===== src/rtl/fetch_pkg.sv =====
// rtl/fetch_pkg.sv - shared types and constants for the instruction prefetch buffer
package fetch_pkg;

  localparam logic [31:0] NOP_INSTR = 32'h0000_0013;

  typedef struct packed {
    logic [31:0] pc;
    logic [31:0] instr;
  } fetch_entry_t;

  typedef enum logic {
    RUN,
    DRAIN
  } pf_state_t;

endpackage


===== src/rtl/prefetch_fifo.sv =====
// rtl/prefetch_fifo.sv - DEPTH-entry FIFO of fetched {pc, instr} pairs with synchronous clear
module prefetch_fifo
  import fetch_pkg::*;
#(
  parameter int DEPTH = 4,
  localparam int AW = $clog2(DEPTH),
  localparam int CW = $clog2(DEPTH + 1)
) (
  input  logic         clock,
  input  logic         reset,
  input  logic         clear,
  input  logic         wr_en,
  input  fetch_entry_t wr_data,
  input  logic         rd_en,
  output fetch_entry_t rd_data,
  output logic         full,
  output logic         empty,
  output logic [CW-1:0] count
);

  fetch_entry_t  mem [DEPTH];
  logic [AW-1:0] wr_ptr;
  logic [AW-1:0] rd_ptr;
  logic          do_rd;

  assign do_rd   = rd_en && !empty;
  assign full    = (count == CW'(DEPTH));
  assign empty   = (count == '0);
  assign rd_data = mem[rd_ptr];

  always_ff @(posedge clock or negedge reset) begin
    if (!reset) begin
      wr_ptr <= '0;
      rd_ptr <= '0;
      count  <= '0;
      for (int i = 0; i < DEPTH; i++) mem[i] <= '0;
    end else if (clear) begin
      wr_ptr <= '0;
      rd_ptr <= '0;
      count  <= '0;
    end else begin
      if (wr_en) begin
        mem[wr_ptr] <= wr_data;
        wr_ptr      <= wr_ptr + AW'(1);
      end
      if (do_rd) rd_ptr <= rd_ptr + AW'(1);
      if (wr_en && !do_rd) count <= count + CW'(1);
      else if (!wr_en && do_rd) count <= count - CW'(1);
    end
  end

endmodule


===== src/rtl/instr_prefetch_buffer.sv =====
// rtl/instr_prefetch_buffer.sv - sequential instruction prefetcher with redirect flush and stale-response drain
module instr_prefetch_buffer
  import fetch_pkg::*;
#(
  parameter int          DEPTH    = 4,
  parameter logic [31:0] RESET_PC = 32'h0000_0000
) (
  input  logic        clock,
  input  logic        reset,
  output logic        imem_req_valid,
  input  logic        imem_req_ready,
  output logic [31:0] imem_req_addr,
  input  logic        imem_rsp_valid,
  input  logic [31:0] imem_rsp_data,
  input  logic        redirect_valid,
  input  logic [31:0] redirect_pc,
  output logic        instr_valid,
  input  logic        instr_ready,
  output logic [31:0] instr_data,
  output logic [31:0] instr_pc,
  output logic [31:0] instr_pc_plus4
);

  localparam int            CW      = $clog2(DEPTH + 1);
  localparam logic [CW:0]   DEPTH_W = (CW + 1)'(DEPTH);

  pf_state_t     state, state_next;
  logic [CW-1:0] outstanding, outstanding_next;
  logic [CW-1:0] drop_cnt, drop_next;
  logic [CW-1:0] live_out;
  logic [CW-1:0] count;
  logic [CW:0]   credit_sum;
  logic [31:0]   fetch_pc;
  logic [31:0]   rsp_pc;
  logic [31:0]   redirect_target;
  logic          req_fire;
  logic          deq_fire;
  logic          fifo_wr;
  logic          fifo_full;
  logic          fifo_empty;
  fetch_entry_t  head;

  // Stale responses still in flight do not need buffer space, only live ones do.
  assign live_out        = outstanding - drop_cnt;
  assign credit_sum      = {1'b0, count} + {1'b0, live_out};
  assign imem_req_valid  = reset && (credit_sum < DEPTH_W);
  assign imem_req_addr   = fetch_pc;
  assign req_fire        = imem_req_valid && imem_req_ready;
  assign deq_fire        = instr_valid && instr_ready && !redirect_valid;
  assign redirect_target = redirect_pc & 32'hFFFF_FFFC;

  assign outstanding_next = outstanding + CW'(req_fire) - CW'(imem_rsp_valid);

  always_comb begin
    state_next = state;
    drop_next  = drop_cnt;
    fifo_wr    = 1'b0;
    if (redirect_valid) begin
      drop_next  = outstanding_next;
      state_next = (outstanding_next != '0) ? DRAIN : RUN;
    end else begin
      case (state)
        RUN:   fifo_wr = imem_rsp_valid;
        DRAIN: begin
          if (imem_rsp_valid) begin
            drop_next = drop_cnt - CW'(1);
            if (drop_cnt == CW'(1)) state_next = RUN;
          end
        end
        default: state_next = RUN;
      endcase
    end
  end

  always_ff @(posedge clock or negedge reset) begin
    if (!reset) begin
      state       <= RUN;
      outstanding <= '0;
      drop_cnt    <= '0;
      fetch_pc    <= RESET_PC;
      rsp_pc      <= RESET_PC;
    end else begin
      state       <= state_next;
      outstanding <= outstanding_next;
      drop_cnt    <= drop_next;
      if (redirect_valid) begin
        fetch_pc <= redirect_target;
        rsp_pc   <= redirect_target;
      end else begin
        if (req_fire) fetch_pc <= fetch_pc + 32'd4;
        if (fifo_wr)  rsp_pc   <= rsp_pc + 32'd4;
      end
    end
  end

  // The credit check makes a write into a full, non-draining FIFO impossible.
  always_ff @(posedge clock) begin
    if (reset) assert (!(fifo_wr && fifo_full && !deq_fire));
  end

  prefetch_fifo #(.DEPTH(DEPTH)) u_fifo (
    .clock   (clock),
    .reset   (reset),
    .clear   (redirect_valid),
    .wr_en   (fifo_wr),
    .wr_data ({rsp_pc, imem_rsp_data}),
    .rd_en   (deq_fire),
    .rd_data (head),
    .full    (fifo_full),
    .empty   (fifo_empty),
    .count   (count)
  );

  assign instr_valid    = !fifo_empty;
  assign instr_data     = instr_valid ? head.instr : NOP_INSTR;
  assign instr_pc       = head.pc;
  assign instr_pc_plus4 = head.pc + 32'd4;

endmodule

===== config.mk =====
export PLATFORM = sky130hd
export DESIGN_NAME = instr_prefetch_buffer
export DESIGN_NICKNAME = d
export VERILOG_FILES = /design/src/rtl/fetch_pkg.sv /design/src/rtl/prefetch_fifo.sv /design/src/rtl/instr_prefetch_buffer.sv
export SDC_FILE = /design/constraint.sdc
export NUM_CORES = 1
export LEC_CHECK = 0
export CAP_MARGIN = 20
export CORE_UTILIZATION = 56
export DETAILED_ROUTE_END_ITERATION = 16
export PLACE_DENSITY = 0.81
export SYNTH_ARGS = -nofsm -noshare
export SYNTH_HDL_FRONTEND = slang
export SYNTH_SLANG_ARGS = --single-unit

===== constraint.sdc =====
create_clock -name clock -period 4.55 [get_ports clock]
set_input_delay 0.6825 -clock clock [delete_from_list [all_inputs] [get_ports clock]]
set_output_delay 0.6825 -clock clock [all_outputs]
set_load 0.02 [all_outputs]

Word-level counts from Yosys, hierarchy flattened

Index checks and enable logic that the tools add are counted.

Word-level logic and storage cells: 86
Output and inout bits: 130
Register bits after elaboration: 334
Bits of input ports: 70

Eq/ne operators: 1
Reductions and logical operators: 22
Bitwise gates (word level): 3
$lt $le $gt $ge: 4
Mux-type cells: 28
Add/sub/neg operators: 12

Operator list:

| operator              | count |
|---|---|
| $bwmux 256            | 1 |
| $mux 64               | 3 |
| $mux 32               | 5 |
| $bmux 64 s2           | 1 |
| $demux 64 s2          | 1 |
| $add 32x3->32 const B | 3 |
| $mux 3                | 6 |
| $reduce_bool 2->1     | 5 |
| $logic_and 1x1->1     | 8 |
| $mux 2                | 4 |
| $mux 1                | 7 |
| $ge 3x3->1 const B    | 2 |
| $not 2->3             | 2 |
| $reduce_bool 3->1     | 2 |
| $sub 3x1->3 const B   | 2 |
| $add 2x1->2 const B   | 2 |
| $add 3x3->4           | 1 |
| $logic_not 1->1       | 4 |
| $lt 4x3->1 const B    | 1 |
| $reduce_and 2->1      | 2 |
| $add 3x1->3           | 1 |
| $add 3x1->3 const B   | 1 |
| $eq 3x1->1 const B    | 1 |
| $logic_not 3->1       | 1 |
| 4 further kinds       | 4 |

Logic depth before layout (Yosys ltp)

Gate-level depths: netlist (run 1).

Depth in word-level cells: 10
Gate-level depth with buffers: 18
Mapped depth without buffers: 18

Hierarchy

Synthesis (run 1) repeated with hierarchy kept, for this count alone.

Cell total of the unflattened synthesis: 1259
Area, all modules: 16901.2 sq um

Modules (own cells, without submodules):

| module                | cells an instance | sequential area each (sq um) | area each (sq um) | times used |
|---|---|---|---|---|
| prefetch_fifo         | 667               | 6581.3                       | 11862.6           | 1 |
| instr_prefetch_buffer | 592               | 1676.6                       | 5038.6            | 1 |

Worst setup path before layout (run 1)

Ideal clock, no wire load.

Path type: flip-flop to flip-flop
Start point: register outstanding[0]
End point: register state
Period minus slack after synthesis: 4.011 ns
Data arrival time: 3.875 ns
Library setup time: 0.136 ns
Path slack: 0.539 ns
Required time: 4.414 ns
Stages on the path, launching flop included: 19
Path buffers: 0
Cells stage by stage: dfrtp_1 -> inv_1 -> ha_1 -> inv_1 -> fa_1 -> xor2_1 -> xnor2_1 -> ha_1 -> or4b_1 -> nor3_1 -> inv_1 -> ha_1 -> inv_1 -> ha_1 -> fa_1 -> xor2_1 -> xnor2_1 -> o31ai_1 -> o21ai_0

Longest elaborated chain between the ends: 10

RTL lines:

| item                     | line                        | text |
|---|---|---|
| start: declaration       | instr_prefetch_buffer.sv:28 | `logic [CW-1:0] outstanding, outstanding_next;` |
| start signal: assignment | instr_prefetch_buffer.sv:84 | `outstanding <= outstanding_next;` |
| $sub 3x3->3              | instr_prefetch_buffer.sv:44 | `assign live_out = outstanding - drop_cnt;` |
| $add 3x3->4              | instr_prefetch_buffer.sv:45 | `assign credit_sum = {1'b0, count} + {1'b0, live_out};` |
| $lt 4x3->1               | instr_prefetch_buffer.sv:46 | `assign imem_req_valid = reset && (credit_sum < DEPTH_W);` |
| $logic_and 1x1->1        | instr_prefetch_buffer.sv:46 |  |
| $logic_and 1x1->1        | instr_prefetch_buffer.sv:48 | `assign req_fire = imem_req_valid && imem_req_ready;` |
| $add 3x1->3 *            | instr_prefetch_buffer.sv:52 | `assign outstanding_next = outstanding + CW'(req_fire) - CW'(imem_rsp_valid);` |
| $sub 3x1->3 *            | instr_prefetch_buffer.sv:52 |  |
| net outstanding_next[2]  | instr_prefetch_buffer.sv:28 |  |
| $reduce_bool 3->1 *      | instr_prefetch_buffer.sv:60 | `state_next = (outstanding_next != '0) ? DRAIN : RUN;` |
| $mux 1 *                 | instr_prefetch_buffer.sv:60 |  |
| $mux 1 *                 | instr_prefetch_buffer.sv:58 | `if (redirect_valid) begin` |
| net state_next           | instr_prefetch_buffer.sv:27 | `pf_state_t state, state_next;` |
| end signal: assignment   | instr_prefetch_buffer.sv:83 | `state <= state_next;` |
| end: declaration         | instr_prefetch_buffer.sv:27 |  |

Mark *: on every way through the listed nets, which the timed path passes. The rest lies on a longest branch.
A chain may end at the register's enable or synchronous reset.

Final worst setup path (run 1)

Start point: register u_fifo.rd_ptr[0]
End point: output port instr_pc_plus4[23]

Longest elaborated chain between the ends: 5

RTL lines:

| item                                        | line                         | text |
|---|---|---|
| start: declaration                          | prefetch_fifo.sv:23          | `logic [AW-1:0] rd_ptr;` |
| start signal: assignment                    | prefetch_fifo.sv:46          | `if (do_rd) rd_ptr <= rd_ptr + AW'(1);` |
| $not 2->3 (implied by the code)             | prefetch_fifo.sv:29          | `assign rd_data = mem[rd_ptr];` |
| $bmux 64 s2                                 | prefetch_fifo.sv:29          |  |
| $mux 64 (implied by the code) (2 in series) | prefetch_fifo.sv:29          |  |
| $add 32x3->32                               | instr_prefetch_buffer.sv:117 | `assign instr_pc_plus4 = head.pc + 32'd4;` |
| end: declaration                            | instr_prefetch_buffer.sv:21  | `output logic [31:0] instr_pc_plus4` |

Every way passes these cells. The select of a mux whose other input is x is not followed.

==> impl_metrics.tcl, run 1 <==
set metrics [dict create \
    status "completed" \
    syn-mean-instance-area_um2 13.41 \
    hold_path.class "input port to asynchronous set/reset pin" \
    port_buffers 191 \
    wl_um 36620 \
    hold_violations 0 \
    final_common_cell "dfrtp_1" \
    clkTransAtPathRegs_ps 60 \
    path_depth 8 \
    drt_first_pass_iters 5 \
    async_flop_share_pct 100.0 \
    crit_fanout 15 \
    dr_total_vias 10190 \
    place_ws_ps 409.6 \
    fillers 1951 \
    worst_ep_arrival_time_ps 3650 \
    wl_per_cell_um 20.99 \
    clk_latency_ps 510 \
    grt_pass1_vias 10990 \
    grt-ovfl-total 0 \
    place_congestion 0.8266 \
    cellLeakagePower_uw 0.008186 \
    cts_tree "built" \
    netlist_area_um2 15710 \
    crit_family "buffers and inverters" \
    grt_use_total_pct 26.78 \
    place_area_um2 18000 \
    synth-edff-count 0 \
    seqPwrFrac_pct 33.5 \
    p_per_area_nw_per_um2 663.1 \
    cts_made_buffers 34 \
    antenna_found_initial 3 \
    clk_path_buf_depth 3 \
    die_w_um 169.5 \
    core_um2 27250 \
    start_util_pct 57.64 \
    clockPowerShare_pct 21.3 \
    worstSetupPathType "register to output port" \
    seq_area_frac_synth_pct 51.30 \
    setup-tns-final_ps 0 \
    dieArea_um2 28720 \
    grt_pass1_wl_um 59690 \
    boundaryPins 200 \
    startpoint "u_fifo.rd_ptr[0]" \
    max_freq_ghz 0.2309 \
    final_area_um2 19120 \
    hpwl_um 24570 \
    path_cells "buf_4 -> mux4_2 -> nand4_1 -> nor4_1 -> buf_4 -> nand3_1 -> xnor2_1 -> clkdlybuf4s50_1" \
    area_growth_pct 21.76 \
    crit_slowest_cell "clkdlybuf4s50_1" \
    r2r_start "outstanding[0]" \
    relSlewSlack_pct 33.91 \
    p_int_uw 8271 \
    setup_ws_ps 220.0 \
    finalCritPeriodShare_pct 95.16 \
    drive_above_1_share_pct 31.92 \
    yosys_warnings 0 \
    num_rows 60 \
    cap_violations 0 \
    rr_worst_depth 18 \
    worstSetupEndpointType "output port" \
    ir_drop_v 0.0003791 \
    synth.distinct_cells 47 \
    rsz0062_at_grt "false" \
    clock_skew_ps 13.32 \
    postRouteAntennaNets 0 \
    startpoint_type "register" \
    final-setup-viol-count 0 \
    vias_per_cell 5.842 \
    required_ps 3870 \
    ys.flop_type "dfrtp_1" \
    reg2reg_slack_ps 380 \
    finalCriticalPeriod_ps 4330 \
    drt_iter0_drc 623 \
    root_buffer "clkbuf_16" \
    swShare_pct 34.78 \
    total_power_uw 12680 \
    crit_path_end "instr_pc_plus4[23]" \
    drv_slew 0 \
    slowest_delay_ps 660 \
    grt_max_degree 182 \
    final_cell_mix "dfrtp_1 (320), mux2_2 (282), clkdlybuf4s50_1 (190)" \
    htree_num_levels 2 \
    die_h_um 169.5 \
    critical_path_buf_inv_count 3 \
    r2r_end "state" \
    synth_seq_cells 322 \
    path_common_cell "buf_4" \
    cts.sinks 322 \
    remaining_drc_errors 0 \
    power_frac_comb_pct 45.2 \
    whs_ps 416.8 \
    netlist_instances 1171 \
    p_switching_uw 4411 \
    num-nets-final 1434 \
    worst_pin_slew_ps 990.2 \
]
routing by layer:
layer | vias up | GRT usage (%) | part of all wire [%]
met5 | - | 0 | 0.060
met4 | 4 | 7.442 | 2.2
met3 | 62 | 7.229 | 7.5
met2 | 277 | 44.39 | 49
met1 | 5294 | 34.83 | 41
li1 | 4557 | - | -
sequential cells by signal, summed over array words and instances (netlist names):
signal         cells
imem_req_addr     30
u_fifo.count       3
outstanding        3
u_fifo.mem       248
drop_cnt           3
u_fifo.wr_ptr      2
u_fifo.rd_ptr      2
state              1
rsp_pc            30
cell type report:
type                            instances  area (um^2)  area share (%)
Multi-Input combinational cell        747         7222           37.76
Inverter                               24        90.09          0.4710
Clock inverter                          5        25.02          0.1308
Sequential cell                       322         8063           42.16
Antenna cell                            1        2.502         0.01308
Tap cell                              372        465.4           2.434
Clock buffer                           56         1067           5.581
Timing Repair Buffer                  218         2190           11.45
kinds of logic after synthesis:
| kind of cell | count (synthesis) | share of synthesized area (%) |
|---|---|---|
| fa+ha+maj | 17 | 1.498 |
| other cells | 1 | 0.02388 |
| flops | 322 | 51.30 |
| compound gates | 51 | 1.984 |
| buf+inv | 107 | 2.971 |
| mux | 344 | 29.11 |
| simple gates | 245 | 8.428 |
| xor+xnor | 84 | 4.684 |
Yosys cell counts, drive strengths merged (15+ instances only):
cell type / count / area, um^2
xnor2: 54 / 473.0
and3: 17 / 106.4
nor2: 32 / 120.1
nand2: 44 / 165.2
a21oi: 15 / 75.07
nand4: 28 / 175.2
dfrtp: 322 / 8058
mux2: 282 / 3176
clkbuf: 53 / 200.2
mux4: 62 / 1396
xor2: 30 / 262.8
nor3: 17 / 85.08
inv: 23 / 86.33
and2: 35 / 219.0
nand3: 35 / 175.2
buf: 30 / 176.4
worst min-delay path by stage:
stage,end,depth (start not counted)
final,u_fifo.mem[37],2
after global routing,u_fifo.mem[39],2
after CTS,rsp_pc[4],2
after detailed placement,u_fifo.mem[70],1
after global placement,u_fifo.mem[82],1
after floorplan,drop_cnt[0],0
timing repair:
item | 4_1_cts | 5_1_grt
hold endpoints to repair | 0 | 0
resized for setup | 0 | 1
buffers inserted | 0 | 0
endpoints found under the setup margin | 0 | 2
hold buffers | 0 | 0
worst reg2reg max path, stage by stage (launching register included):
cell and delay (ps):
dfrtp_1 380, inv_1 60, ha_1 140, inv_1 50, fa_1 390, xor2_1 160
xnor2_1 130, ha_1 290, or4b_1 540, nor3_1 270, inv_1 90, ha_1 280
inv_1 40, ha_1 180, fa_1 380, xor2_1 160, xnor2_1 160, o31ai_1 220
o21ai_0 130
power by group through the flow:
| stage | Combinational [uW] | Sequential (uW) | Clock (uW) |
|---|---|---|---|
| CTS | 5790 | 4240 | 2760 |
| detailed placement | 5760 | 4280 | 0 |
| floorplan | 3660 | 4070 | 0 |
| global placement | 5640 | 4220 | 0 |
| finish | 5740 | 4240 | 2700 |
| global route | 6130 | 4360 | 2850 |
metrics by stage:
| step | cells | util (%) |
|---|---|---|
| 6_report | 1745 | 70.18 |
| 3_3_place_gp | 1682 | 66.05 |
| 2_1_floorplan | 1176 | - |
| 3_5_place_dp | 1682 | 66.05 |
| 4_1_cts | 1743 | 70.06 |
| 5_1_grt | 1744 | 70.17 |
(Power assumes the default switching activity.)
==> run 2, diff against run 1 <==
CORE_MARGIN = 2   (was not set)
CTS_CLUSTER_SIZE = 24   (was not set)
==> impl_metrics.tcl, run 2 (same netlist as run 1, synthesis figures left out) <==
set metrics [dict create \
    grt_pass1_vias 10830 \
    path_cells "mux4_2 -> ha_1 -> inv_1 -> or4_4 -> nor3_1 -> xor2_1 -> clkdlybuf4s50_1" \
    drv_slew 0 \
    grt-ovfl-total 0 \
    cellLeakagePower_uw 0.008174 \
    p_per_area_nw_per_um2 667.4 \
    max_freq_ghz 0.2304 \
    wl_per_cell_um 21.26 \
    status "completed" \
    final_cell_mix "dfrtp_1 (320), mux2_2 (282), clkdlybuf4s50_1 (190)" \
    cts_hold_buf 0 \
    drt_first_pass_iters 4 \
    ir_drop_v 0.0004061 \
    wl_um 37120 \
    place_inst 1687 \
    relSlewSlack_pct 30.87 \
    regMostFlops "u_fifo.mem" \
    num_rows 61 \
    total_power_uw 12740 \
    clock_skew_ps 17.59 \
    largest_reg_flops 248 \
    crit_fanout 23 \
    dr_wl_met2_um 18130 \
    die_w_um 171.5 \
    start_util_pct 56.69 \
    drive_above_1_share_pct 32.19 \
    drt_iter0_drc 626 \
    fillers 1979 \
    cts_tree "built" \
    final-setup-viol-count 0 \
    critical_path_buf_inv_count 2 \
    hold_violations 0 \
    cts.sinks 322 \
    num-nets-final 1433 \
    grt_pass1_wl_um 59640 \
    worstSetupEndpointType "output port" \
    port_buffers 191 \
    core_um2 27710 \
    place_ws_ps 436.0 \
    finalCriticalPeriod_ps 4340 \
    final_common_cell "dfrtp_1" \
    path_depth 7 \
    slowest_delay_ps 690 \
    worst_ep_arrival_time_ps 3660 \
    cap_violations 0 \
    m1WireLength_um 15480 \
    crit_slowest_cell "dfrtp_4" \
    dr_total_vias 10220 \
    htree_num_levels 2 \
    worst_pin_slew_ps 1037 \
    clk_path_buf_depth 3 \
    postCtsSetupBuffers 0 \
    startpoint_type "register" \
    crit_family "simple AND/OR/NAND/NOR gates" \
    setup_ws_ps 210.0 \
    finalCritPeriodShare_pct 95.38 \
    hold_path.class "input port to asynchronous set/reset pin" \
    vias_per_cell 5.854 \
    root_buffer "clkbuf_16" \
    required_ps 3870 \
    remaining_drc_errors 0 \
    wl_met3_um 2580 \
    instances_no_fill 1746 \
    place_congestion 0.7958 \
    top_layer_used "met5" \
    grt_max_degree 200 \
    postRouteAntennaNets 0 \
    hpwl_um 24430 \
    die_h_um 171.5 \
    cts_made_buffers 35 \
    whs_ps 407.6 \
    worstSetupPathType "register to output port" \
    grt_use_total_pct 26.24 \
    dieArea_um2 29400 \
    clkTransAtPathRegs_ps 60 \
    antenna_found_initial 4 \
    rr_worst_depth 18 \
    rsz0062_at_grt "false" \
    boundaryPins 200 \
    setup-tns-final_ps 0 \
    area_growth_pct 21.54 \
    clk_latency_ps 510 \
]
## run 2: cell types whose count changed in the layout (fill, tap and decap cells not counted)
cell / change
clkinv_2: +3
inv_6: +1
clkbuf_1: -7
clkbuf_16: -2
buf_12: -2
clkbuf_8: -2
buf_16: -1
clkinvlp_4: +1
buf_4: +1
bufinv_16: +3
## run 2: report_power, final
part | internal, uW | switching [uW]
combinational | 2980 | 2720
clock | 1660 | 1110
sequential | 3680 | 600
total | 8310 | 4430
## run 2: repair_timing
item	CTS	global route
resized for setup	1	0
endpoints found under the hold margin	0	0
endpoints found under the setup margin	2	0
## run 2: path summary, 6_finish.rpt
path / startpoint / endpoint / slack, ps
setup / recovery: u_fifo.rd_ptr[0] / instr_pc_plus4[24] / 210
hold / removal: reset / rsp_pc[2] / 410
setup reg to reg: outstanding[0] / state / 430
hold reg to reg: u_fifo.mem[163] / u_fifo.mem[163] / 500
max in group asynchronous: reset / u_fifo.mem[194] / 1920
min in group clock: u_fifo.mem[163] / u_fifo.mem[163] / 500
## run 2: area by class of cell
type                            instances  area, um^2  area share, %
Sequential cell                       322        8063          42.24
Clock buffer                           45       963.4          5.047
Clock inverter                         13       146.4         0.7669
Tap cell                              378       473.0          2.478
Inverter                               24       90.09         0.4719
Multi-Input combinational cell        747        7222          37.83
Antenna cell                            1       2.502        0.01311
Timing Repair Buffer                  216        2130          11.16
## run 2: metal layers
metal  track usage [%]  vias up
met5                 0        -
met4             7.664        2
met3             6.880       66
met2             43.53      298
met1             34.23     5312
li1                  -     4543
## run 2: per-stage QoR
stage	utilization, %	instance area, um^2
6_report	68.90	19090
2_1_floorplan	-	15730
4_1_cts	68.89	19090
3_3_place_gp	64.87	17970
3_5_place_dp	64.87	17970
5_1_grt	68.89	19090
==> run 3, diff against run 2 <==
REMOVE_ABC_BUFFERS = 1   (was not set)
SKIP_CTS_REPAIR_TIMING = 1   (was not set)
==> impl_metrics.tcl, run 3 (same netlist as run 1, synthesis figures left out) <==
set metrics [dict create \
    antenna_found_initial 0 \
    p_int_uw 8467 \
    num_rows 61 \
    final-setup-viol-count 0 \
    remaining_drc_errors 0 \
    start_util_pct 56.69 \
    port_buffers 191 \
    dieArea_um2 29400 \
    path_cells "mux4_2 -> nand4_1 -> nor2_1 -> nand2_1 -> xnor2_1 -> clkdlybuf4s50_1" \
    final_cell_mix "dfrtp_1 (320), mux2_2 (282), clkdlybuf4s50_1 (190)" \
    ir_drop_v 0.0005915 \
    wl_um 34860 \
    hold_violations 0 \
    clk_path_buf_depth 3 \
    num-nets-final 1429 \
    clock_skew_ps 23.02 \
    cellLeakagePower_uw 0.008216 \
    power_frac_comb_pct 44.7 \
    max_freq_ghz 0.2311 \
    final_common_cell "dfrtp_1" \
    place_inst 1682 \
    startpoint_type "register" \
    antenna_cells 0 \
    drt_iter0_drc 667 \
    cts_made_buffers 35 \
    hold_path.class "input port to asynchronous set/reset pin" \
    setup-tns-final_ps 0 \
    cts.sinks 322 \
    slowest_delay_ps 690 \
    worstSetupPathType "register to output port" \
    postRouteAntennaNets 0 \
    p_switching_uw 4491 \
    regMostFlops "u_fifo.mem" \
    worst_pin_slew_ps 1028 \
    required_ps 3870 \
    grt_use_total_pct 24.38 \
    crit_fanout 13 \
    wl_per_cell_um 19.97 \
    grt_pass1_wl_um 56310 \
    crit_slowest_cell "clkdlybuf4s50_1" \
    dr_total_vias 10080 \
    die_w_um 171.5 \
    instances_no_fill 1746 \
    root_buffer "clkbuf_16" \
    cap_violations 0 \
    largest_reg_flops 248 \
    status "completed" \
    finalCritPeriodShare_pct 95.12 \
    seqCellArea_um2 8065 \
    place_congestion 0.7828 \
    clockPowerShare_pct 22.5 \
    area_growth_pct 22.42 \
    drive_above_1_share_pct 32.38 \
    seqPwrFrac_pct 32.8 \
    swShare_pct 34.66 \
    grt_max_degree 161 \
    p_per_area_nw_per_um2 673.9 \
    htree_num_levels 2 \
    rr_worst_depth 18 \
    rsz0062_at_grt "false" \
    vias_per_cell 5.773 \
    relSlewSlack_pct 31.38 \
    grt-ovfl-total 0 \
    die_h_um 171.5 \
    worst_ep_arrival_time_ps 3650 \
    boundaryPins 200 \
    r2r_end "state" \
    cts_tree "built" \
    drt_first_pass_iters 5 \
    clk_latency_ps 520 \
    multi_input_area_um2 7222 \
    fillers 1942 \
    reg2reg_slack_ps 430 \
    clkTransAtPathRegs_ps 60 \
    grt_pass1_vias 10700 \
    worstSetupEndpointType "output port" \
    r2r_start "outstanding[0]" \
    finalCriticalPeriod_ps 4328 \
    hpwl_um 22610 \
    drv_slew 0 \
    core_um2 27710 \
]
run 3: how the worst max path moves through the flow:
stage / slack, ps / depth (start not counted) / start / end
after floorplan: -820 / 6 / u_fifo.rd_ptr[0] / instr_pc_plus4[28]
after global placement: 520 / 18 / outstanding[0] / state
after detailed placement: 440 / 18 / outstanding[0] / state
after CTS: -40 / 7 / u_fifo.rd_ptr[1] / instr_pc_plus4[28]
after global routing: 60 / 7 / u_fifo.rd_ptr[0] / instr_pc_plus4[28]
final: 220 / 6 / u_fifo.rd_ptr[0] / instr_pc_plus4[9]
run 3: cell type report:
class | count | share of cell area [%]
repair buffers | 212 | 11.24
clock buffers | 52 | 5.675
clock inverters | 11 | 0.6507
flip-flops and latches | 322 | 41.95
inverters | 24 | 0.4685
well taps | 378 | 2.460
multi-input cells | 747 | 37.56
run 3: metal layers:
layer / up-vias / GRT usage, % / part of all wire, %
met3: 60 / 4.579 / 5.5
li1: 4550 / - / -
met1: 5186 / 33.16 / 43
met2: 283 / 40.07 / 49
met4: 0 / 7.590 / 2.6
met5: - / 0 / 0
run 3: power groups by stage:
stage          clock network [uW]  logic (uW)  registers (uW)
3_5_place_dp                    0        5730            4310
4_1_cts                      2970        5770            4270
3_3_place_gp                    0        5620            4250
2_1_floorplan                   0        3460            4230
6_report                     2920        5790            4250
5_1_grt                      3110        6180            4360
run 3: through the flow:
stage | worst slack (ps) | hold slack [ps] | total power [uW] | util (%) | cell area, um^2
final | 222.1 | 4.233 | 12960 | 69.40 | 19230
after global placement | 519.4 | 483.5 | 9873 | 64.87 | 17970
after global routing | 57.64 | 12.15 | 13650 | 69.40 | 19230
after detailed placement | 438.5 | 490.0 | 10040 | 64.87 | 17970
after floorplan | -819.7 | 386.9 | 7691 | - | 15350
after CTS | -37.35 | 8.170 | 13020 | 69.26 | 19190
run 3: critical path: cells and delay by family, from the launching register on:
family                 cells  cell delay, ps
XOR/XNOR                   1             340
buffers and inverters      1             690
flip-flops                 1             610
multiplexers               1             470
AND/OR/NAND/NOR            3            1030
